[src/rtl/mem_port_arbiter.sv]
// Arbiter for the single-port main memory: sequences instruction-fetch and
// load/store accesses, counts the fixed read latency and returns read data.
module mem_port_arbiter #(
  parameter int ADDR_W   = 32,
  parameter int DATA_W   = 32,
  parameter int READ_LAT = 2
) (
  input  logic              Clk,
  input  logic              Reset,
  input  logic              IfReq,
  input  logic [ADDR_W-1:0] IfAddr,
  output logic [DATA_W-1:0] IfRdata,
  output logic              IfDone,
  input  logic              LsReq,
  input  logic              LsWe,
  input  logic [ADDR_W-1:0] LsAddr,
  input  logic [DATA_W-1:0] LsWdata,
  output logic [DATA_W-1:0] LsRdata,
  output logic              LsDone,
  output logic [ADDR_W-1:0] MemAddr,
  output logic [DATA_W-1:0] MemWdata,
  output logic              MemWrite,
  input  logic [DATA_W-1:0] MemRdata,
  output logic              Busy
);

  typedef enum logic [2:0] {
    S_IDLE,
    S_ACCESS,
    S_WAIT,
    S_CAPTURE,
    S_DONE
  } state_e;

  typedef enum logic {
    OWN_IF,
    OWN_LS
  } owner_e;

  localparam logic [2:0] LAT_INIT = 3'(READ_LAT - 1);

  state_e             state_q,     state_d;
  logic [2:0]         lat_cnt_q,   lat_cnt_d;
  logic               if_pend_q,   if_pend_d;
  logic               ls_pend_q,   ls_pend_d;
  logic [DATA_W-1:0]  if_rdata_q,  if_rdata_d;
  logic [DATA_W-1:0]  ls_rdata_q,  ls_rdata_d;

  // Holding and active request fields; qualified by pending flags and state.
  logic [ADDR_W-1:0]  if_addr_q,   if_addr_d;
  logic [ADDR_W-1:0]  ls_addr_q,   ls_addr_d;
  logic               ls_we_q,     ls_we_d;
  logic [DATA_W-1:0]  ls_wdata_q,  ls_wdata_d;
  owner_e             act_owner_q, act_owner_d;
  logic               act_we_q,    act_we_d;
  logic [ADDR_W-1:0]  act_addr_q,  act_addr_d;
  logic [DATA_W-1:0]  act_wdata_q, act_wdata_d;

  logic               arb_en;
  logic               in_access;
  logic               if_accept,   ls_accept;
  logic               if_cand,     ls_cand;
  logic               if_grant,    ls_grant;
  logic [ADDR_W-1:0]  if_src_addr, ls_src_addr;
  logic               ls_src_we;
  logic [DATA_W-1:0]  ls_src_wdata;

  // Request acceptance and fixed-priority arbitration (LS over IF).
  always_comb begin
    arb_en    = (state_q == S_IDLE) || (state_q == S_DONE);
    in_access = (state_q == S_ACCESS) || (state_q == S_WAIT) ||
                (state_q == S_CAPTURE);

    if_accept = IfReq && !if_pend_q && !(in_access && act_owner_q == OWN_IF);
    ls_accept = LsReq && !ls_pend_q && !(in_access && act_owner_q == OWN_LS);

    if_cand   = if_pend_q || if_accept;
    ls_cand   = ls_pend_q || ls_accept;
    ls_grant  = arb_en && ls_cand;
    if_grant  = arb_en && if_cand && !ls_cand;

    if_src_addr  = if_pend_q ? if_addr_q  : IfAddr;
    ls_src_addr  = ls_pend_q ? ls_addr_q  : LsAddr;
    ls_src_we    = ls_pend_q ? ls_we_q    : LsWe;
    ls_src_wdata = ls_pend_q ? ls_wdata_q : LsWdata;
  end

  // Next-state logic for the FSM, holding registers and read-data registers.
  always_comb begin
    // NOTE: every variable gets a default first so no path can infer a latch.
    state_d     = state_q;
    lat_cnt_d   = lat_cnt_q;
    if_pend_d   = if_pend_q;
    ls_pend_d   = ls_pend_q;
    if_rdata_d  = if_rdata_q;
    ls_rdata_d  = ls_rdata_q;
    if_addr_d   = if_addr_q;
    ls_addr_d   = ls_addr_q;
    ls_we_d     = ls_we_q;
    ls_wdata_d  = ls_wdata_q;
    act_owner_d = act_owner_q;
    act_we_d    = act_we_q;
    act_addr_d  = act_addr_q;
    act_wdata_d = act_wdata_q;

    if (if_accept) begin
      if_pend_d = 1'b1;
      if_addr_d = IfAddr;
    end
    if (ls_accept) begin
      ls_pend_d  = 1'b1;
      ls_addr_d  = LsAddr;
      ls_we_d    = LsWe;
      ls_wdata_d = LsWdata;
    end

    if (ls_grant) begin
      ls_pend_d   = 1'b0;
      act_owner_d = OWN_LS;
      act_we_d    = ls_src_we;
      act_addr_d  = ls_src_addr;
      act_wdata_d = ls_src_wdata;
    end else if (if_grant) begin
      if_pend_d   = 1'b0;
      act_owner_d = OWN_IF;
      act_we_d    = 1'b0;
      act_addr_d  = if_src_addr;
      act_wdata_d = '0;
    end

    case (state_q)
      S_IDLE: begin
        if (ls_grant || if_grant) state_d = S_ACCESS;
      end
      S_ACCESS: begin
        if (act_we_q) begin
          state_d = S_DONE;
        end else begin
          lat_cnt_d = LAT_INIT;
          state_d   = (READ_LAT == 1) ? S_CAPTURE : S_WAIT;
        end
      end
      S_WAIT: begin
        lat_cnt_d = lat_cnt_q - 3'd1;
        if (lat_cnt_q == 3'd1) state_d = S_CAPTURE;
      end
      S_CAPTURE: begin
        if (act_owner_q == OWN_IF) if_rdata_d = MemRdata;
        else                       ls_rdata_d = MemRdata;
        state_d = S_DONE;
      end
      S_DONE: begin
        state_d = (ls_grant || if_grant) ? S_ACCESS : S_IDLE;
      end
      default: state_d = S_IDLE;
    endcase
  end

  // Memory-side and requester-side outputs decoded from the current state.
  always_comb begin
    MemAddr  = '0;
    MemWdata = '0;
    MemWrite = 1'b0;
    IfDone   = 1'b0;
    LsDone   = 1'b0;
    case (state_q)
      S_ACCESS: begin
        MemAddr = act_addr_q;
        if (act_we_q) begin
          MemWrite = 1'b1;
          MemWdata = act_wdata_q;
        end
      end
      S_WAIT, S_CAPTURE: MemAddr = act_addr_q;
      S_DONE: begin
        IfDone = (act_owner_q == OWN_IF);
        LsDone = (act_owner_q == OWN_LS);
      end
      default: ;
    endcase
  end

  assign IfRdata = if_rdata_q;
  assign LsRdata = ls_rdata_q;
  assign Busy    = (state_q != S_IDLE) || if_pend_q || ls_pend_q;

  // Control state and returned read data: reset to the documented values.
  always_ff @(posedge Clk or posedge Reset) begin
    // NOTE: sequential state uses non-blocking assignments only, so every flop
    // samples the pre-edge value regardless of statement order.
    if (Reset) begin
      state_q    <= S_IDLE;
      lat_cnt_q  <= 3'd0;
      if_pend_q  <= 1'b0;
      ls_pend_q  <= 1'b0;
      if_rdata_q <= '0;
      ls_rdata_q <= '0;
    end else begin
      state_q    <= state_d;
      lat_cnt_q  <= lat_cnt_d;
      if_pend_q  <= if_pend_d;
      ls_pend_q  <= ls_pend_d;
      if_rdata_q <= if_rdata_d;
      ls_rdata_q <= ls_rdata_d;
    end
  end

  // NOTE: request payload registers carry no reset; they are only read while
  // a pending flag or the FSM state says they hold a live request.
  always_ff @(posedge Clk) begin
    if_addr_q   <= if_addr_d;
    ls_addr_q   <= ls_addr_d;
    ls_we_q     <= ls_we_d;
    ls_wdata_q  <= ls_wdata_d;
    act_owner_q <= act_owner_d;
    act_we_q    <= act_we_d;
    act_addr_q  <= act_addr_d;
    act_wdata_q <= act_wdata_d;
  end

endmodule

[config.mk]
export PLATFORM = sky130hd
export DESIGN_NAME = mem_port_arbiter
export DESIGN_NICKNAME = d
export VERILOG_FILES = /design/src/rtl/mem_port_arbiter.sv
export SDC_FILE = /design/constraint.sdc
export NUM_CORES = 1
export LEC_CHECK = 0
export CAP_MARGIN = 30
export CORE_ASPECT_RATIO = 1.1
export CORE_MARGIN = 8
export CORE_UTILIZATION = 48
export CTS_CLUSTER_SIZE = 20
export DETAILED_ROUTE_END_ITERATION = 8
export PLACE_DENSITY = 0.8
export REMOVE_ABC_BUFFERS = 1
export SLEW_MARGIN = 15
export SYNTH_ARGS = -nofsm -noshare
export SYNTH_HDL_FRONTEND = slang
export SYNTH_SLANG_ARGS = --single-unit
[constraint.sdc]
create_clock -name Clk -period 6.36 [get_ports Clk]
set_input_delay 1.272 -clock Clk [delete_from_list [all_inputs] [get_ports Clk]]
set_output_delay 1.272 -clock Clk [all_outputs]
set_load 0.01 [all_outputs]
==> reports/qor.csv, run 1 <==
metric,value,unit
outcome,completed,
clk_latency,520,ps
die_y,166,um
chipWidth,152,um
grt_pass1_wl,36800,um
fin_hold_ws,485,ps
firstDrtPassIters,4,
hpwlAfterDp,16100,um
cts_tree,done,
die_area,25100,sq um
skew,18.7,ps
slowest_delay,660,ps
drive_above_1_share,7.36,%
netlist_top_cells_area,"edfxtp_1 (50%), dfrtp_1 (18%), mux2i_1 (13%)",
synth_flop_cell,edfxtp_1,
io_buffers,264,
setup.worst_path.class,reg -> out,
setup_viol,0,
grt_overflow,0,
worstPathRequired,5090,ps
period_minus_slack,3860,ps
post-route-drc-count,0,
cp_cell_sequence,and4bb_2 -> and2_1 -> clkdlybuf4s50_1,
peakVddDrop,0.000313,V
post-cts-setup-buffer-count,0,
synthToLayoutAreaGrowth,37.9,%
synth_edf_count,162,
htree_levels,1,
cts_resized,0,
fin_cells,1149,
antenna_found_initial,0,
placed_area,12600,sq um
yosysSeqAreaShare,68.6,%
vias,5944,
track_usage,18.2,%
synth_cell_types,38,
synth_top_area_share,49.9,%
clock_path_buffers,3,
clkSlewWorstSetupHoldPaths,70,ps
max_freq,0.259,GHz
numClockSinks,235,
pin_count,265,
synth_top_area_cell,edfxtp_1,
first_global_vias,6518,
p_leak,5.28,nW
rows,54,
dp_slack,2620,ps
rsz0062_at_grt,false,
final_antenna_net_count,0,
wl_per_cell,20.3,um
ys_seq_elements,235,
yosys_warnings,0,
tightest_slew,969,ps
hold_violations,0,
cp_top_family,simple AND/OR/NAND/NOR gates,
hold_buffers,0,
fin_crit_sh,60.7,%
async_flop_share,30.6,%
dp_cells,1101,
yosysMostFrequentCell,edfxtp_1,
synth_commonest_cells,"edfxtp_1 (162), mux2i_1 (130), dfrtp_1 (72), and2_1 (64), mux2_1 (60)",
cp_slowest_cell,and4bb_2,
vias_per_cell,5.17,
grt_max_degree,73,
power-per-cell-area,485,nW/um^2
coreArea,19900,sq um
dr.first_iter.drc_count,317,
place.gp.congestion,0.745,
start_util,49.1,%
hold_class,reg -> reg,
routed_wl,23300,um
cp-start-kind,register,
cts_inserted_buffers,25,
nNetsFinal,1013,
diodes,0,
crit_arrival,2590,ps
max_slew_margin,35.2,%
fin_area,13500,sq um
cp-end-kind,primary output,
syn_area,9750,sq um
maxCapViolations,0,
cts-root-buf,clkbuf_16,
syn_inst,611,
path_buf_inv,1,
synth.avg_cell_area,16.0,sq um
finalMaxSlewViolations,0,
setup_tns,0,ps
fin_ws,2500,ps
crit_path_max_fanout,33,
metrics by stage:
stage               total power [mW]  utilization, %
floorplan                       4.00               -
global placement                5.17            63.6
detailed placement              5.24            63.6
CTS                             6.59            67.4
global route                    6.90            67.7
finish                          6.53            67.7
layout by cell type, fill, tap and decap left out, types with 2 or more instances in the layout:
| master | synthesis | layout |
|---|---|---|
| a21oi_4 | 0 | 2 |
| a311oi_1 | 2 | 2 |
| and2_1 | 64 | 64 |
| buf_16 | 0 | 2 |
| buf_4 | 4 | 10 |
| clkbuf_1 | 6 | 4 |
| clkbuf_16 | 0 | 25 |
| clkdlybuf4s50_1 | 0 | 264 |
| clkinv_1 | 0 | 4 |
| clkinv_4 | 0 | 3 |
| clkinvlp_4 | 0 | 4 |
| dfrtp_1 | 72 | 70 |
| edfxtp_1 | 162 | 162 |
| ha_1 | 2 | 2 |
| inv_1 | 5 | 4 |
| inv_6 | 0 | 4 |
| mux2_1 | 60 | 60 |
| mux2_2 | 4 | 4 |
| mux2i_1 | 130 | 130 |
| nand2_1 | 4 | 4 |
| nand2b_1 | 2 | 2 |
| nor2_1 | 42 | 41 |
| nor2_2 | 1 | 2 |
| nor3b_1 | 2 | 2 |
| o21ai_0 | 2 | 2 |
sequential cells by signal, indices dropped and copies added (netlist names), 3 cells and up:
signal	count
lat_cnt_q	3
ls_wdata_q	32
act_addr_q	32
act_wdata_q	32
ls_addr_q	32
if_addr_q	32
LsRdata	32
state_q	3
IfRdata	32
power breakdown:
part	switching (mW)	internal [mW]	total, mW
Sequential	0.277	2.40	2.68
Clock	0.598	0.733	1.33
Combinational	1.22	1.30	2.52
kinds of logic after synthesis:
logic type               synth area share, %
flip-flops                              68.6
adder cells (fa/ha/maj)                0.257
buffers and inverters                   2.26
multiplexers                            20.7
AND/OR/NAND/NOR                         7.03
AO/OA/AOI/OAI                           1.17
metal layers:
metal	part of all wire [%]	track usage, %	routed length [um]	up-vias
li1	-	-	-	2789
met1	42	22.5	9760	2889
met2	47	30.1	11000	236
met3	9.5	6.94	2200	30
met4	1.5	3.92	346	0
met5	0	0	0	-
final cells by class:
class / instances / area, sq um
fill: 1424 / 6410
sequential: 235 / 6690
multi-input combinational: 335 / 2900
timing repair buffer: 276 / 2770
inverter: 5 / 18.8
clock buffer: 29 / 641
tap: 252 / 315
clock inverter: 17 / 116
path summary, 6_finish.rpt:
check	start	end	slack, ps	depth (start not counted)
max in group asynchronous	Reset	IfRdata[6]	4770	4
max reg2reg	ls_pend_q	act_addr_q[27]	3070	6
min	IfRdata[5]	IfRdata[5]	480	1
min in group asynchronous	Reset	LsRdata[13]	1070	3
min reg2reg	IfRdata[5]	IfRdata[5]	480	1
max	state_q[0]	MemWdata[20]	2500	3
(Power assumes the default switching activity.)
==> inputs of run 2 (changes only) <==
==> constraint.sdc (replaced) <==
create_clock -name Clk -period 3.65 [get_ports Clk]
set_input_delay 0.73 -clock Clk [delete_from_list [all_inputs] [get_ports Clk]]
set_output_delay 0.73 -clock Clk [all_outputs]
set_load 0.01 [all_outputs]
==> run 2 against run 1 <==
  * Final cell count shrank 0.17%
  * Die area is the same
  * Combinational power grew 74%
  * Global-route usage grew 0.32 points
  * Core utilization grew 0.32 points
  * Worst setup slack lost 2100 ps
  * Non-clock buffer count shrank 2
  * Via count grew 0.40%
  * Clock skew shrank 10 ps
  * Wire length grew 1.0%
  * Register-to-register slack lost 1700 ps
  * Largest cell class unchanged
  * Largest power group unchanged
==> reports/qor.csv, run 2 (synthesis gave the netlist of run 1 again) <==
metric,value,unit
routed_wl,23500,um
io_buffers,264,
drive_above_1_share,6.82,%
firstDrtPassIters,5,
vias,5968,
cp_cell_sequence,and4bb_2 -> and2_1 -> clkdlybuf4s50_1,
clock_path_buffers,3,
die_y,166,um
place.gp.congestion,0.732,
grt_pass1_wl,37200,um
setup.worst_path.class,reg -> out,
cp_slowest_cell,and4bb_2,
power-per-cell-area,860,nW/um^2
peakVddDrop,0.000573,V
post-cts-setup-buffer-count,0,
htree_levels,1,
rsz0062_at_grt,false,
first_global_vias,6434,
track_usage,18.5,%
final_antenna_net_count,0,
hold_class,reg -> reg,
cts_resized,0,
tightest_slew,836,ps
hpwlAfterDp,16000,um
pin_count,265,
dr.first_iter.drc_count,342,
cp-end-kind,primary output,
fin_cells,1147,
clk_latency,510,ps
diodes,0,
clkSlewWorstSetupHoldPaths,60,ps
crit_path_max_fanout,33,
slowest_delay,630,ps
synthToLayoutAreaGrowth,38.6,%
rows,54,
dp_cells,1101,
grt_overflow,0,
cts_inserted_buffers,25,
period_minus_slack,3270,ps
cp-start-kind,register,
max_slew_margin,44.3,%
max_freq,0.306,GHz
post-route-drc-count,0,
worstPathRequired,2920,ps
cts_tree,done,
most-common-layout-cells,"clkdlybuf4s50_1 (264), edfxtp_1 (162), mux2i_1 (130)",
grt_max_degree,67,
n_fill_cell,1380,
start_util,49.1,%
cp_top_family,simple AND/OR/NAND/NOR gates,
numClockSinks,235,
fin_hold_ws,482,ps
final_common_cell,clkdlybuf4s50_1,
path_buf_inv,1,
skew,8.44,ps
hold_buffers,0,
die_area,25100,sq um
hold_violations,0,
outcome,completed,
p_leak,5.32,nW
crit_arrival,2540,ps
antenna_found_initial,1,
nNetsFinal,1011,
maxCapViolations,0,
fin_crit_sh,89.5,%
cts-root-buf,clkbuf_16,
setup_viol,0,
coreArea,19900,sq um
finalMaxSlewViolations,0,
wl_per_cell,20.5,um
chipWidth,152,um
vias_per_cell,5.20,
[run 2: cell count changes in the layout (fill, tap and decap cells not counted), moves of 2 or more]
cell / change
clkinvlp_4: -2
clkinv_2: +2
buf_12: +4
clkbuf_1: +2
bufinv_16: +4
buf_4: -4
buf_16: -2
clkinv_4: -3
inv_6: -3
[run 2: final cells by class]
type | count | area, sq um | share of cell area [%]
multi-input cells | 335 | 2900 | 21.4
clock inverters | 15 | 178 | 1.31
well taps | 252 | 315 | 2.33
repair buffers | 274 | 2770 | 20.5
inverters | 5 | 18.8 | 0.139
flip-flops and latches | 235 | 6690 | 49.5
clock buffers | 31 | 648 | 4.79
[run 2: worst reg2reg max path, stage by stage (launching register included)]
cell	delay, ps
dfrtp_4	710
buf_4	730
o21ai_4	90
buf_12	250
mux2i_1	230
[run 2: report_power, final]
part | switching, mW | internal, mW
clock network | 1.00 | 1.54
logic | 2.11 | 2.27
registers | 0.508 | 4.18
total | 3.62 | 8.00
[run 2: path summary, 6_finish.rpt]
| check | from | end | slack (ps) | depth (start not counted) |
|---|---|---|---|---|
| max | state_q[0] | MemWdata[14] | 380 | 3 |
| min | IfRdata[14] | IfRdata[14] | 480 | 1 |
| max reg2reg | ls_pend_q | act_addr_q[12] | 1370 | 4 |
| min reg2reg | IfRdata[14] | IfRdata[14] | 480 | 1 |
| max in group asynchronous | Reset | ls_pend_q | 2470 | 3 |
| min in group asynchronous | Reset | LsRdata[13] | 550 | 2 |
[run 2: per-layer routing]
metal | GRT usage (%) | vias to the layer above | share of wire (%)
li1 | - | 2785 | -
met3 | 7.54 | 21 | 10
met4 | 4.10 | 2 | 1.2
met1 | 23.5 | 2917 | 42
met5 | 0 | - | 0.043
met2 | 29.4 | 243 | 47
[run 2: metrics by stage]
stage	cell area [sq um]	worst slack, ps	TNS [ps]	total power [mW]	util (%)
after floorplan	9550	-2710	-453910	6.97	-
after global placement	12700	999	0	9.08	63.9
after detailed placement	12700	915	0	9.18	63.9
after CTS	13500	347	0	11.8	68.0
after global routing	13500	200	0	12.3	68.0
final	13500	384	0	11.6	68.0
